==> src/rtl/ex_muldiv_pkg.sv <==
`default_nettype none
// ============================================================================
// Module      : ex_muldiv_pkg
// Description : Shared definitions for the iterative multiply/divide unit.
//               This file holds the op encodings, the FSM state encoding and
//               the default operand width.
// Revision    : 1.0 - initial release
// ============================================================================
package ex_muldiv_pkg;

    localparam int MD_WIDTH_DEFAULT = 32;

    // Operation encodings presented on op_i
    localparam logic [1:0] MD_MUL  = 2'b00;
    localparam logic [1:0] MD_MULU = 2'b01;
    localparam logic [1:0] MD_DIV  = 2'b10;
    localparam logic [1:0] MD_DIVU = 2'b11;

    typedef enum logic [2:0] {
        ST_IDLE     = 3'd0,
        ST_MUL_RUN  = 3'd1,
        ST_DIV_RUN  = 3'd2,
        ST_DIV_ZERO = 3'd3,
        ST_DONE     = 3'd4
    } md_state_e;

endpackage
`default_nettype wire

==> src/rtl/ex_muldiv_div_step.sv <==
`default_nettype none
// ============================================================================
// Module      : ex_muldiv_div_step
// Description : One combinational restoring-division step. The next dividend
//               bit is shifted into the partial remainder, and a trial
//               subtraction of the divisor is made. The subtraction is kept
//               only when it does not borrow.
// Revision    : 1.0 - initial release
// ============================================================================
module ex_muldiv_div_step
    import ex_muldiv_pkg::*;
#(
    parameter int WIDTH = MD_WIDTH_DEFAULT
) (
    input  logic [WIDTH-1:0] i_rem,
    input  logic             i_dividend_bit,
    input  logic [WIDTH-1:0] i_divisor,
    output logic [WIDTH-1:0] o_rem,
    output logic             o_q_bit
);

    logic [WIDTH:0] w_shifted;
    logic [WIDTH:0] w_trial;

    assign w_shifted = {i_rem, i_dividend_bit};
    assign w_trial   = w_shifted - {1'b0, i_divisor};

    // The shifted remainder is always below 2*divisor. A set top bit therefore
    // means the subtraction fits. Otherwise, bit WIDTH of the trial result is
    // the borrow.
    assign o_q_bit = w_shifted[WIDTH] | ~w_trial[WIDTH];
    assign o_rem   = o_q_bit ? w_trial[WIDTH-1:0] : w_shifted[WIDTH-1:0];

endmodule
`default_nettype wire

==> src/rtl/ex_muldiv.sv <==
`default_nettype none
// ============================================================================
// Module      : ex_muldiv
// Description : Iterative signed/unsigned multiply and divide unit for the
//               execute stage. The multiply is shift-add and the divide is
//               restoring. Each produces one bit per cycle. Signed operands
//               are processed as magnitudes, and the sign is fixed up when
//               the result is written.
// Revision    : 1.0 - initial release
// ============================================================================
module ex_muldiv
    import ex_muldiv_pkg::*;
#(
    parameter int WIDTH = MD_WIDTH_DEFAULT
) (
    input  logic               clk,
    input  logic               rst,
    input  logic               start_i,
    input  logic [1:0]         op_i,
    input  logic [WIDTH-1:0]   opdata1_i,
    input  logic [WIDTH-1:0]   opdata2_i,
    input  logic               annul_i,
    output logic [2*WIDTH-1:0] result_o,
    output logic               ready_o,
    output logic               busy_o,
    output logic               div_by_zero_o
);

    localparam int               CNT_W       = $clog2(WIDTH) + 1;
    localparam logic [CNT_W-1:0] C_LAST_ITER = CNT_W'(WIDTH - 1);

    md_state_e          r_state;
    md_state_e          w_state_nxt;

    logic [WIDTH-1:0]   r_a;          // multiplicand or divisor magnitude
    logic [2*WIDTH-1:0] r_acc;        // MUL: {partial, multiplier}; DIV: {rem, dividend/quotient}
    logic [CNT_W-1:0]   r_cnt;
    logic               r_neg_q;      // negate product / quotient at the end
    logic               r_neg_r;      // negate remainder at the end
    logic [2*WIDTH-1:0] r_result;
    logic               r_ready;
    logic               r_dbz;

    logic               w_accept;
    logic               w_signed;
    logic               w_is_div;
    logic               w_op2_zero;
    logic               w_sign1;
    logic               w_sign2;
    logic [WIDTH-1:0]   w_mag1;
    logic [WIDTH-1:0]   w_mag2;
    logic               w_last;

    logic [WIDTH:0]     w_mul_sum;
    logic [2*WIDTH-1:0] w_mul_nxt;
    logic [2*WIDTH-1:0] w_mul_fix;
    logic [WIDTH-1:0]   w_div_rem;
    logic               w_div_q;
    logic [2*WIDTH-1:0] w_div_nxt;
    logic [2*WIDTH-1:0] w_div_fix;

    assign w_accept   = (r_state == ST_IDLE) && start_i && !annul_i;
    assign w_signed   = (op_i == MD_MUL) || (op_i == MD_DIV);
    assign w_is_div   = (op_i == MD_DIV) || (op_i == MD_DIVU);
    assign w_op2_zero = (opdata2_i == '0);
    assign w_sign1    = w_signed & opdata1_i[WIDTH-1];
    assign w_sign2    = w_signed & opdata2_i[WIDTH-1];
    assign w_mag1     = w_sign1 ? -opdata1_i : opdata1_i;
    assign w_mag2     = w_sign2 ? -opdata2_i : opdata2_i;
    assign w_last     = (r_cnt == C_LAST_ITER);

    // Shift-add step: conditionally add the multiplicand to the upper half,
    // then shift the whole accumulator right by one bit.
    assign w_mul_sum = {1'b0, r_acc[2*WIDTH-1:WIDTH]} + (r_acc[0] ? {1'b0, r_a} : '0);
    assign w_mul_nxt = {w_mul_sum, r_acc[WIDTH-1:1]};
    assign w_mul_fix = r_neg_q ? -w_mul_nxt : w_mul_nxt;

    ex_muldiv_div_step #(
        .WIDTH          (WIDTH)
    ) u_div_step (
        .i_rem          (r_acc[2*WIDTH-1:WIDTH]),
        .i_dividend_bit (r_acc[WIDTH-1]),
        .i_divisor      (r_a),
        .o_rem          (w_div_rem),
        .o_q_bit        (w_div_q)
    );

    // The dividend shifts out of the low half as quotient bits shift in.
    assign w_div_nxt = {w_div_rem, r_acc[WIDTH-2:0], w_div_q};
    assign w_div_fix = {(r_neg_r ? -w_div_nxt[2*WIDTH-1:WIDTH] : w_div_nxt[2*WIDTH-1:WIDTH]),
                        (r_neg_q ? -w_div_nxt[WIDTH-1:0]       : w_div_nxt[WIDTH-1:0])};

    // State register
    always_ff @(posedge clk or negedge rst) begin
        if (!rst) begin
            r_state <= ST_IDLE;
        end else begin
            r_state <= w_state_nxt;
        end
    end

    // Next-state logic; annul takes priority over everything else
    always_comb begin
        w_state_nxt = r_state;
        case (r_state)
            ST_IDLE: begin
                if (w_accept) begin
                    if (!w_is_div)       w_state_nxt = ST_MUL_RUN;
                    else if (w_op2_zero) w_state_nxt = ST_DIV_ZERO;
                    else                 w_state_nxt = ST_DIV_RUN;
                end
            end
            ST_MUL_RUN, ST_DIV_RUN: begin
                if (annul_i)     w_state_nxt = ST_IDLE;
                else if (w_last) w_state_nxt = ST_DONE;
            end
            ST_DIV_ZERO: begin
                w_state_nxt = annul_i ? ST_IDLE : ST_DONE;
            end
            ST_DONE: begin
                if (annul_i || !start_i) w_state_nxt = ST_IDLE;
            end
            default: w_state_nxt = ST_IDLE;
        endcase
    end

    // Operand capture, per-cycle iteration and result write-back
    always_ff @(posedge clk or negedge rst) begin
        if (!rst) begin
            r_a      <= '0;
            r_acc    <= '0;
            r_cnt    <= '0;
            r_neg_q  <= 1'b0;
            r_neg_r  <= 1'b0;
            r_result <= '0;
            r_ready  <= 1'b0;
            r_dbz    <= 1'b0;
        end else begin
            // Ready follows one cycle behind DONE and drops as soon as DONE is left
            r_ready <= (r_state == ST_DONE) && (w_state_nxt == ST_DONE);
            if (w_accept) begin
                r_cnt   <= '0;
                r_neg_q <= w_sign1 ^ w_sign2;
                r_neg_r <= w_sign1;
                r_dbz   <= w_is_div & w_op2_zero;
                if (w_is_div) begin
                    r_a   <= w_mag2;
                    r_acc <= {{WIDTH{1'b0}}, w_mag1};
                end else begin
                    r_a   <= w_mag1;
                    r_acc <= {{WIDTH{1'b0}}, w_mag2};
                end
                if (w_is_div && w_op2_zero) begin
                    r_result <= '0;
                end
            end else if ((r_state == ST_MUL_RUN) && !annul_i) begin
                r_acc <= w_mul_nxt;
                r_cnt <= r_cnt + CNT_W'(1);
                if (w_last) begin
                    r_result <= w_mul_fix;
                end
            end else if ((r_state == ST_DIV_RUN) && !annul_i) begin
                r_acc <= w_div_nxt;
                r_cnt <= r_cnt + CNT_W'(1);
                if (w_last) begin
                    r_result <= w_div_fix;
                end
            end
        end
    end

    assign result_o      = r_result;
    assign ready_o       = r_ready;
    assign div_by_zero_o = r_dbz;
    assign busy_o        = (r_state == ST_MUL_RUN) || (r_state == ST_DIV_RUN) ||
                           (r_state == ST_DIV_ZERO);

endmodule
`default_nettype wire

==> config.mk <==
export PLATFORM = sky130hd
export DESIGN_NAME = ex_muldiv
export DESIGN_NICKNAME = d
export VERILOG_FILES = /design/src/rtl/ex_muldiv_pkg.sv /design/src/rtl/ex_muldiv_div_step.sv /design/src/rtl/ex_muldiv.sv
export SDC_FILE = /design/constraint.sdc
export NUM_CORES = 1
export LEC_CHECK = 0
export CAP_MARGIN = 30
export CORE_MARGIN = 2
export CORE_UTILIZATION = 30
export DETAILED_ROUTE_END_ITERATION = 10
export MAX_ROUTING_LAYER = met4
export PLACE_DENSITY = 0.58
export SETUP_SLACK_MARGIN = 0.4
export SYNTH_ARGS = -nofsm -noshare
export SYNTH_HDL_FRONTEND = slang
export SYNTH_SLANG_ARGS = --single-unit
==> constraint.sdc <==
create_clock -name clk -period 7.2 [get_ports clk]
set_input_delay 0.72 -clock clk [delete_from_list [all_inputs] [get_ports clk]]
set_output_delay 0.72 -clock clk [all_outputs]
set_load 0.02 [all_outputs]
==> results of run 1 <==
metal layers:
layer	track usage [%]	up-vias	part of all wire, %
li1	-	8451	-
met1	33.4	8624	50
met2	31.3	604	42
met3	3.10	55	6.2
met4	4.77	0	1.6
met5	-	-	0
power by group:
group / total (mW) / switching, mW / internal [mW] / leakage [nW]
clock network: 0.978 / 0.450 / 0.528 / 0.285
registers: 1.50 / 0.359 / 1.14 / 2.30
logic: 5.19 / 3.33 / 1.86 / 5.40
worst min path at each step:
stage                start             to  slack (ps)
2_1_floorplan          rst  div_by_zero_o         420
3_3_place_gp   result_o[0]    result_o[0]         460
3_5_place_dp   result_o[0]    result_o[0]         470
4_1_cts                rst      r_acc[23]         270
5_1_grt                rst      r_acc[23]         280
6_report               rst      r_acc[19]         240
cell families (layout without fill, tap and decap cells):
family | Yosys count | after routing | share of synthesized area [%]
buffers and inverters | 233 | 254 | 5.20
muxes | 26 | 26 | 1.54
DFF | 173 | 173 | 25.4
adders and majority gates | 72 | 72 | 5.37
AOI/OAI and AO/OA | 795 | 795 | 28.5
xor gates and xnor gates | 227 | 227 | 11.7
and+or+nand+nor | 841 | 841 | 22.3
final cells by class:
cell class              instances  area, sq um  share of cell area [%]
clock buffers                  19          443                    2.27
clock inverters                13          155                   0.794
inverters                      61          229                    1.17
multi-input cells            1961        11900                    60.8
flip-flops and latches        173         4330                    22.2
well taps                     756          946                    4.84
repair buffers                161         1560                    7.99
sequential cells by signal (all words and copies together), names as in the netlist:
register / count
r_acc: 64
result_o: 64
r_a: 32
r_cnt: 6
r_state: 3
div_by_zero_o: 1
r_neg_q: 1
r_neg_r: 1
ready_o: 1
stage by stage:
stage / std cells / util (%) / instance area, sq um
6_report: 3144 / 34.7 / 19500
5_1_grt: 3144 / 34.7 / 19500
4_1_cts: 3144 / 34.7 / 19500
3_5_place_dp: 3112 / 33.6 / 18900
3_3_place_gp: 3111 / 33.6 / 18900
2_1_floorplan: 2367 / - / 17000
cells in the final DEF (no fill, tap or decap), types with 16 or more instances in the layout:
master / count
sky130_fd_sc_hd__a21o_1: 33
sky130_fd_sc_hd__xnor2_1: 136
sky130_fd_sc_hd__xor2_1: 91
sky130_fd_sc_hd__nor2_1: 198
sky130_fd_sc_hd__o31ai_1: 41
sky130_fd_sc_hd__nor3_1: 32
sky130_fd_sc_hd__o21ai_0: 262
sky130_fd_sc_hd__o211ai_1: 58
sky130_fd_sc_hd__dfrtp_1: 172
sky130_fd_sc_hd__and2_1: 20
sky130_fd_sc_hd__nor4_1: 21
sky130_fd_sc_hd__mux2i_1: 24
sky130_fd_sc_hd__a21oi_1: 230
sky130_fd_sc_hd__nand3_1: 37
sky130_fd_sc_hd__or3_1: 24
sky130_fd_sc_hd__nand4_1: 16
sky130_fd_sc_hd__clkbuf_16: 17
sky130_fd_sc_hd__clkdlybuf4s50_1: 134
sky130_fd_sc_hd__buf_4: 25
sky130_fd_sc_hd__ha_1: 70
sky130_fd_sc_hd__a31oi_1: 16
sky130_fd_sc_hd__inv_1: 57
sky130_fd_sc_hd__or4_1: 16
sky130_fd_sc_hd__nand2_1: 390
sky130_fd_sc_hd__and3_1: 16
==> flow_results.org, run 1 <==
** Outcome
- The flow ran to the end, and the final reports show no timing, DRC or antenna violations.

** Synthesis
- Total of flip-flops plus latches after synthesis :: 173
- Sorting the synthesized cells by how often they occur yields sky130_fd_sc_hd__nand2_1 (392), sky130_fd_sc_hd__o21ai_0 (263), sky130_fd_sc_hd__a21oi_1 (230), sky130_fd_sc_hd__nor2_1 (199), sky130_fd_sc_hd__dfrtp_1 (173).
- Ys Warns :: 0
- For this run, the leading register cell type out of synthesis is sky130_fd_sc_hd__dfrtp_1.
- Post-synth top area share :: 25.4%
- For this run, the register share of the synthesized area comes to 25.4%.
- sky130_fd_sc_hd__nand2_1 is the most common cell in the netlist.
- Cell count after synthesis :: 2367
- Avg Inst Size Synth :: 7.20 sq um
- Post-synthesis instance area :: 17000 sq um
- Post-synth EDFFs :: 0
- After synthesis, the cell types taking the most area are sky130_fd_sc_hd__dfrtp_1 (25%), sky130_fd_sc_hd__nand2_1 (8.6%), sky130_fd_sc_hd__o21ai_0 (7.7%).
- Counting every net in the synthesized netlist gives 2509.
- Yosys cell types :: 78
- The biggest area contributor in the post-synthesis netlist is sky130_fd_sc_hd__dfrtp_1.
- Async set-reset flop share out of synthesis :: 100%

** Floorplanning
- Die height :: 242 microns
- For this configuration, the core starts out at a cell density of 30.3%.
- Rows :: 87
- Core box area :: 56300 sq um
- Num ports :: 137
- Die area :: 58700 sq um
- In this run the horizontal extent of the chip is 242 microns.

** Critical path
- Data arrives at the worst endpoint at 5910 ps.
- Cell chain of the critical path :: inv_1 > ha_1 > fa_1 > nand2b_1 > a21bo_2 > a211o_1 > a21o_1 > nand2_2 > buf_4 > inv_2 > nor4_1 > nor3_1 > or4b_1 > or2_2 > o41ai_1 > xnor2_1 > o211ai_1
- In this run the worst path has a maximum fanout of 38.
- Reg2reg start :: r_acc[31]
- End of the critical path :: result_o[63]
- STA classifies the critical path endpoint as a register.
- Standard cell with the maximum stage delay on the critical path :: sky130_fd_sc_hd__or4b_1
- Buffers plus inverters on the worst setup path :: 3
- Slack of the worst reg-to-reg path :: 1610 ps
- The worst setup path is launched from a register.
- Capture instance of the worst register-to-register path :: result_o[63]
- On the worst path, the slowest cell contributes a delay of 550 ps.
- Broken down by cell family, the worst path's largest delay share belongs to simple AND/OR/NAND/NOR gates.
- Worst path required time :: 7530 ps
- Launching element of the worst setup path :: r_acc[31]
- Type of the setup path with the least slack :: reg2reg
- The worst register-to-register path has a depth of 17.
- In this run the number of cells on the critical path is 17.

** Detailed routing
- Average wire length per cell after detail routing :: 20.6 microns
- Wirelength, routed :: 64900 microns
- Number of vias after detailed routing :: 17.7k
- Initial DRT Pass Iterations :: 7
- In this run, the number of DRC markers left after iteration 0 of detailed routing was 1964.
- After detailed routing, the number of vias per cell comes to 5.64.
- Routed Antenna Nets :: 0
- After detailed routing, the number of remaining DRC violations is 0.

** Global route
- The first global-routing pass estimated 99300 microns of wire.
- Number of antenna violations at the first check in global routing :: 0
- Overall fraction of global-route tracks in use :: 22.3%
- The number of global-route vias before repair was 16.2k.
- Maximum number of pins on one net before global-route repair :: 142
- Overflow after GRT :: 0

** STA
- Final worst path period share :: 77.6%
- Setup repair after global routing left no endpoint under its margin.
- The tightest hold path in the finished design has a slack of 241 ps.
- The max-slew violation count is 0.
- Final clock skew :: 18.9 ps
- Final critical path time including I/O delays and setup :: 5590 ps
- Pin slew with the least headroom to its limit :: 899 ps
- Headroom to the max-slew limit came out at 38.5%.
- Maximum operating frequency :: 0.179 GHz
- Count of final hold-check violations :: 0
- Finish-stage setup viols :: 0
- Setup TNS :: 0 ps
- Across all setup checks in the final design, the least slack found is 1610 ps.

** Placed design
- Count of buffers from port buffering :: 136
- Sum of net half-perimeters after detailed placement :: 51400 microns
- Timing analysis after detailed placement gives a worst setup slack of 1730 ps.
- Routability-driven placement finished with a final weighted congestion of 0.942.

** Clock tree
- The number of clock buffers added by TritonCTS is 17.
- The tree built by TritonCTS fans out to 173 sinks.
- At the later pin of the worst-skew pair, clock insertion delay measures 470 ps.
- After clock tree synthesis, the clock-pin slew on the worst setup and hold paths is 70 ps.
- Buffers inserted to repair hold after CTS numbered 0.
- TritonCTS clock tree :: done
- CTS resizes :: 0
- CTS Root Cell :: sky130_fd_sc_hd__clkbuf_16
- Setup Fix Bufs, Post-CTS :: 0
- No sink is reached through more buffers than the 2 on the longest clock path.
- Level count of the clock H-tree :: 4

** Finish
- Nets :: 2517
- From synthesis to final layout, the design area changed by 14.6%.
- Number of diodes :: 0
- Counting the fill cells in the layout gives 5973.
- In the final layout, the share of cells above drive strength 1 is 4.27%.

** Power
- Power spread over the standard cell area amounts to 393 nW/um^2.
- In this run the static leakage power is 7.99 nW.
- Total power for the finished layout comes to 7.67 mW.
- Across the VDD grid, the largest voltage drop is 0.222 mV.

** Min path
- In this run the worst hold path is classified as in2async.

** Job
- Count of max-cap constraint violations :: 0
(Power assumes the default switching activity.)
==> run 2, diff against run 1 <==
- clock period: 7.2 -> 5.56 ns (I/O delays scaled with it)
==> run 2 against run 1 <==
  * Sequential share of layout area decreased by 0.28 points
  * Via count about the same
  * First-iteration DRC count shrank 7.9%
  * Clock skew shrank 3.6 ps
  * Sequential power is 27% higher
  * Non-clock buffer count is 21 higher
  * Critical path depth fell by 1
  * Flip-flop and latch count unchanged
  * Setup slack got worse by 1100 ps
  * Worst hold slack got worse by 57 ps
  * Core utilization grew 0.44 points
  * Cell count up 0.70%
  * Largest power group unchanged
==> flow_results.org, run 2 (synthesis gave the netlist of run 1 again) <==
** Critical path
- The slack of the worst reg-to-reg path came to 520 ps (-1100 ps).
- Sort of element at the end of the critical path :: register
- Standard cell with the maximum stage delay on the critical path :: sky130_fd_sc_hd__a2111oi_0
- The largest fanout on the critical path is 32 (-16%).
- Top Family by Delay on Critical Path :: compound AO/OA/AOI/OAI gates
- Reg2reg start :: r_acc[0]
- Crit path largest cell delay :: 680 ps (+130 ps)
- The worst setup path is of the reg2reg kind.
- Traced cell by cell, the critical path runs through clkinv_1 > buf_6 > nor2_1 > ha_1 > o21ai_0 > a221oi_1 > o21ai_1 > a2111oi_0 > nor2_1 > xnor2_1 > or4_1 > or3_4 > o31ai_2 > xnor2_1 > a22oi_2 > o21ai_1.
- Buffers plus inverters on the worst setup path :: 2 (-1)
- Sort of element at the start of the critical path :: register
- Cells on worst reg2reg path :: 16 (-1)
- Capture instance of the worst register-to-register path :: result_o[61]
- The data required time at the worst endpoint was 5900 ps (-1630 ps).
- The data arrival time of the critical path is 5380 ps (-530 ps).

** Detailed routing
- Average wire length per cell after detail routing :: 20.7 microns (+0.40%)
- The via density per instance was 5.60 (-0.63%).
- Wirelength, routed :: 65600 microns (+1.1%)
- Routed Antenna Nets :: 0 (unchanged)
- The total iterations of the first detailed-routing run came to 6 (-1).
- DRC violation total after the first TritonRoute iteration :: 1808 (-7.9%)
- The count of unresolved DRC violations after routing was 0 (unchanged).
- The total number of vias is 17.7k (+0.062%).

** Floorplanning
- The effective utilization at floorplan came to 30.3% (unchanged).
- Die area :: 58700 sq um (unchanged)
- The die boundary width was 242 microns (unchanged).
- The area inside the core boundary came to 56300 sq um (unchanged).
- The I/O pin count is 137 (unchanged).
- Die height :: 242 microns (unchanged)
- Rows :: 87 (unchanged)

** Finish
- Leading cell type in the layout, fill and taps excluded :: sky130_fd_sc_hd__nand2_1
- The filler-free cell count of the finished design came to 3166 (+0.70%).
- The fraction of layout instances using a drive strength above 1 came to 5.52% (+1.2 points).
- The post-layout net count came to 2538 (+0.83%).
- From synthesis to final layout, the design area changed by 16.0%.
- The design area came to 19800 sq um (+1.3%).
- In the layout the commonest cells are sky130_fd_sc_hd__nand2_1 (390), sky130_fd_sc_hd__o21ai_0 (262), sky130_fd_sc_hd__a21oi_1 (229).

** Global route
- Overall fraction of global-route tracks in use :: 22.4% (+0.095 points)
- The number of global-route vias before repair was 16.1k (-0.61%).
- GR Util met1 :: 33.0% (-0.37 points)
- The number of antenna violations at the first check in global routing was 0 (unchanged).
- The layer flagged by global routing as most heavily used is met1.
- The maximum number of pins on one net before global-route repair was 142 (unchanged).
- The first-pass GRT wire length came to 99200 microns (about the same).
- The met2 demand-to-capacity share in global routing is 32.1% (+0.79 points).
- Met3 track utilization from global routing :: 2.97% (-0.13 points)
- Overflow after GRT :: 0 (unchanged)

** Clock tree
- The register clock-pin slew on the reported worst setup and hold paths was 80 ps (about the same).
- Clock sink count :: 173 (unchanged)
- The H-tree depth is 4 (unchanged).
- The tree is rooted in a sky130_fd_sc_hd__clkbuf_16.
- The maximum root-to-sink buffer count was 2 (unchanged).
- The clock latency on the worst-skew pair was 470 ps (about the same).
- TritonCTS built the clock tree.
- The number of buffers created by CTS is 17 (unchanged).

** STA
- The worst hold slack came to 184 ps (-56.9 ps).
- Setup repair after global routing could not meet its margin everywhere.
- The maximum achievable frequency is 0.198 GHz (+11%).
- The pin slew with the least headroom to its limit was 978 ps (+79.7 ps).
- Count of final hold-check violations :: 0 (unchanged)
- Finish-stage setup viols :: 0 (unchanged)
- Max-slew violations :: 0 (unchanged)
- Final clock skew :: 15.2 ps (-3.65 ps)
- The total negative setup slack is 0 ps (unchanged).
- Final critical path time including I/O delays and setup :: 5040 ps (-544 ps)
- Final worst path period share :: 90.7% (+13 points)
- Rel. slew slack :: 34.8% (-3.8 points)

** Placed design
- Routability Congestion :: 0.953 (+1.1%)
- The number of cells in the design after placement is 3131 (+0.61%).
- The number of I/O port buffers came to 136 (unchanged).
- The detailed-placement wirelength estimate is 51900 microns (+0.91%).
- The placed instance area came to 19100 sq um (+0.85%).

** Power
- The leakage power is 8.11 nW (+1.5%).
- The worst-case vdd ir drop is 0.254 mV (+15%).
- The total power divided by cell area came to 512 nW/um^2 (+30%).

** Min path
- Worst hold-check path type :: in2async

** Outcome
- The run finished with clean final reports.

** Job
- The number of max-cap violations is 0 (unchanged).
-- run 2: repair_timing --
| item | 4_1_cts | 5_1_grt |
|---|---|---|
| gates cloned | 0 | 0 |
| setup endpoints to repair | 1 | 6 |
| setup buffers | 0 | 1 |
| hold buffers | 0 | 0 |
| pin swaps | 0 | 1 |
| gates resized for setup | 1 | 12 |
-- run 2: power by group --
part	switching, mW	leakage [nW]	internal (mW)
Combinational	4.45	5.52	2.50
Sequential	0.422	2.30	1.48
Clock	0.628	0.288	0.642
-- run 2: worst max path at each step --
stage                               to  cells past startpoint  slack (ps)       from
after floorplan           result_o[62]                     22         440  r_acc[31]
after detailed placement  result_o[62]                     16         350   r_acc[0]
after global routing      result_o[60]                     17         350   r_acc[0]
after CTS                 result_o[62]                     16         420   r_acc[0]
final                     result_o[61]                     16         520   r_acc[0]
after global placement    result_o[62]                     16         470   r_acc[0]
-- run 2: per-layer routing --
layer,routed length [microns],vias to the layer above
li1,-,8491
met1,31500,8488
met2,27800,717
met3,5240,49
met4,1060,0
met5,0,-
-- run 2: through the flow --
stage / total power, mW / utilization [%] / setup WS, ps
after floorplan: 6.58 / - / 441
after global placement: 8.55 / 33.9 / 475
after detailed placement: 8.60 / 33.9 / 351
after CTS: 9.90 / 35.0 / 421
after global routing: 10.9 / 35.1 / 354
final: 10.1 / 35.1 / 518
-- run 2: area by class of cell --
type	count	area, sq um
sequential	173	4330
tap	756	946
multi-input combinational	1961	11900
fill	5922	36500
clock buffer	17	425
timing repair buffer	182	1740
antenna	1	2.50
clock inverter	15	171
inverter	61	229
==> run 3, diff against run 2 <==
- CAP_MARGIN: 30 -> 20
- SKIP_LAST_GASP: not set -> 1
- clock period: 5.56 -> 5.8 ns (I/O delays scaled with it)
==> run 3 against run 2 <==
  * Combinational power decreased by 6.3%
  * Sequential share of layout area is 0.095 points higher
  * Register-to-register slack improved by 80 ps
  * Final area is 0.43% lower
  * Flip-flop and latch count unchanged
  * Die area unchanged
  * Clock-buffer cell count up 3
  * Non-clock buffer count fell by 10
  * Critical endpoint is now result_o[62]
  * Cell count decreased by 0.35%
  * First-iteration DRC count down 4.8%
  * Critical path type unchanged
  * Setup slack better by 76 ps
  * Via count is 1.3% lower
==> flow_results.org, run 3 (synthesis gave the netlist of run 1 again) <==
** Placed design
- Worst setup timing slack at the placement stage :: 342 ps (-9.22 ps)
- The final RePlAce weighted congestion is 0.965 (+1.3%).
- Count of buffers from port buffering :: 136 (unchanged)
- The detailed-placement wirelength estimate is 50600 microns (-2.3%).

** Detailed routing
- The via density per instance was 5.55 (-0.91%).
- The post-detailed-routing wire length was 63400 microns (-3.4%).
- Average wire length per cell after detail routing :: 20.1 microns (-3.1%)
- The total iterations of the first detailed-routing run came to 5 (-1).
- Routed Antenna Nets :: 0 (unchanged)
- Residual DRC count :: 0 (unchanged)
- DRC violation total after the first TritonRoute iteration :: 1721 (-4.8%)
- Number of vias after detailed routing :: 17.5k (-1.3%)

** Critical path
- Buffers plus inverters on the worst setup path :: 1 (-1)
- The data arrival time of the critical path came to 5550 ps (+170 ps).
- Walking the worst path, the cells encountered are inv_1 > ha_1 > fa_1 > nand2b_1 > a21bo_2 > a211o_1 > a21o_1 > nand2_4 > nand2_1 > o21ai_0 > ha_1 > nor4bb_1 > a31oi_1 > o31ai_4 > nand2_1 > or4_1 > a221oi_2 > o21ai_1.
- Standard cell with the maximum stage delay on the critical path :: sky130_fd_sc_hd__or4_1
- Sort of element at the end of the critical path :: register
- The worst setup path is of the reg2reg kind.
- The number of cells on the worst reg-to-reg path is 18 (+2).
- The data required time at the worst endpoint was 6150 ps (+250 ps).
- The slack of the worst reg-to-reg path was 590 ps (+80 ps).
- Top Family by Delay on Critical Path :: compound AO/OA/AOI/OAI gates
- The delay of the slowest critical-path stage was 460 ps (-220 ps).
- The worst setup path is launched from a register.
- Capture instance of the worst register-to-register path :: result_o[62]
- The largest fanout on the critical path was 19 (-41%).
- Reg2reg start :: r_acc[31]

** Clock tree
- TritonCTS clock tree :: done
- Clk buf depth :: 2 (unchanged)
- The H-tree depth came to 4 (unchanged).
- The tree is rooted in a sky130_fd_sc_hd__clkbuf_16.
- The clock latency on the worst-skew pair was 470 ps (about the same).
- Clock slew seen by the registers of the worst setup and hold paths :: 70 ps (about the same)
- CTS buffer count :: 17 (unchanged)
- The clock net sink count was 173 (unchanged).
- The total of hold buffers inserted after clock tree synthesis was 0 (unchanged).

** Global route
- Maximum number of pins on one net before global-route repair :: 142 (unchanged)
- Number of global-route vias before repair :: 16.1k (+0.40%)
- The global route total overflow was 0 (unchanged).
- The overall global routing resource usage came to 21.8% (-0.62 points).
- The number of antenna violations at the first check in global routing was 0 (unchanged).
- The first-pass GRT wire length came to 97400 microns (-1.9%).

** Job
- Count of max-cap constraint violations :: 0 (unchanged)

** Power
- Leakage power :: 8.07 nW (-0.48%)
- The total power divided by cell area was 491 nW/um^2 (-4.2%).
- The worst-case vdd ir drop is 0.236 mV (-7.4%).

** Finish
- Number of diodes :: 0 (-1)
- The fraction of layout instances using a drive strength above 1 came to 4.88% (-0.64 points).
- The library cells used most frequently in the layout, excluding fill and tap cells, are sky130_fd_sc_hd__nand2_1 (390), sky130_fd_sc_hd__o21ai_0 (262), sky130_fd_sc_hd__a21oi_1 (230).
- The post-layout net count was 2528 (-0.39%).
- From synthesis to final layout, the design area changed by 15.5%.
- Leading cell type in the layout, fill and taps excluded :: sky130_fd_sc_hd__nand2_1

** STA
- Hold_ws :: 154 ps (-30.8 ps)
- Count of final hold-check violations :: 0 (unchanged)
- Maximum operating frequency :: 0.192 GHz (-3.1%)
- Setup TNS :: 0 ps (unchanged)
- Crit path setup slack, layout :: 594 ps (+76.2 ps)
- Setup repair after global routing could not meet its margin everywhere.
- The max-slew violation count came to 0 (unchanged).
- Final critical path time including I/O delays and setup :: 5210 ps (+164 ps)
- Final clock skew :: 14.0 ps (-1.22 ps)
- Final worst path period share :: 89.8% (-0.93 points)
- Finish-stage setup viols :: 0 (unchanged)
- Pin slew with the least headroom to its limit :: 1080 ps (+99.5 ps)
- The relative max-transition margin came to 27.7% (-7.1 points).

** Floorplanning
- Die height :: 242 microns (unchanged)
- Num ports :: 137 (unchanged)
- Core box area :: 56300 sq um (unchanged)
- The die boundary width was 242 microns (unchanged).
- The cell row count is 87 (unchanged).
- Die area :: 58700 sq um (unchanged)
- Initial cell density of the core :: 30.3% (unchanged)

** Min path
- The tightest min-delay check is of the in2async type.

** Outcome
- Result of the run :: finished, final reports clean
==> run 3: area by class of cell <==
class	instances	area [sq um]
Clock buffer	20	457
Clock inverter	12	173
Fill cell	5944	36600
Inverter	61	233
Multi-Input combinational cell	1961	11900
Sequential cell	173	4330
Tap cell	756	946
Timing Repair Buffer	172	1660
==> run 3: timing repair <==
action                                  4_1_cts  5_1_grt
gates resized for setup                       1        5
endpoints found under the setup margin        1        4
endpoints found under the hold margin         0        0
pin swaps                                     0        0
setup buffers                                 0        0
==> run 3: how the worst max path moves through the flow <==
stage | slack, ps | endpoint | cells past startpoint | startpoint
floorplan | 450 | result_o[62] | 22 | r_acc[31]
global placement | 530 | result_o[62] | 18 | r_acc[31]
detailed placement | 340 | result_o[62] | 18 | r_acc[31]
CTS | 440 | result_o[62] | 18 | r_acc[31]
global route | 330 | result_o[62] | 18 | r_acc[31]
finish | 590 | result_o[62] | 18 | r_acc[31]
==> run 3: per-layer routing <==
metal | track usage [%] | vias to the layer above | part of all wire (%)
met2 | 30.6 | 650 | 42
met3 | 2.67 | 49 | 7.0
met4 | 5.14 | 0 | 1.8
met5 | - | - | 0
met1 | 32.6 | 8351 | 50
li1 | - | 8473 | -
==> run 3: per-stage QoR <==
stage / utilization [%] / cells / area, sq um / power [mW]
after floorplan: - / 2367 / 17100 / 6.30
after global placement: 33.8 / 3123 / 19000 / 8.12
after detailed placement: 33.8 / 3123 / 19000 / 8.17
after CTS: 35.0 / 3155 / 19700 / 9.48
after global routing: 35.0 / 3155 / 19700 / 10.4
final: 35.0 / 3155 / 19700 / 9.66
==> run 3: worst reg2reg max path, delay by kind of cell (launching register included) <==
kind / cells / cell delay [ps]
AO/OA/AOI/OAI: 8 / 2000
AND/OR/NAND/NOR: 6 / 1620
adder cells (fa/ha/maj): 3 / 920
flip-flops: 1 / 440
buffers and inverters: 1 / 100
==> run 3: power by group <==
group / leakage, nW / switching (mW) / internal (mW)
logic: 5.47 / 4.17 / 2.35
registers: 2.30 / 0.454 / 1.42
clock network: 0.306 / 0.552 / 0.713
total: 8.07 / 5.17 / 4.49
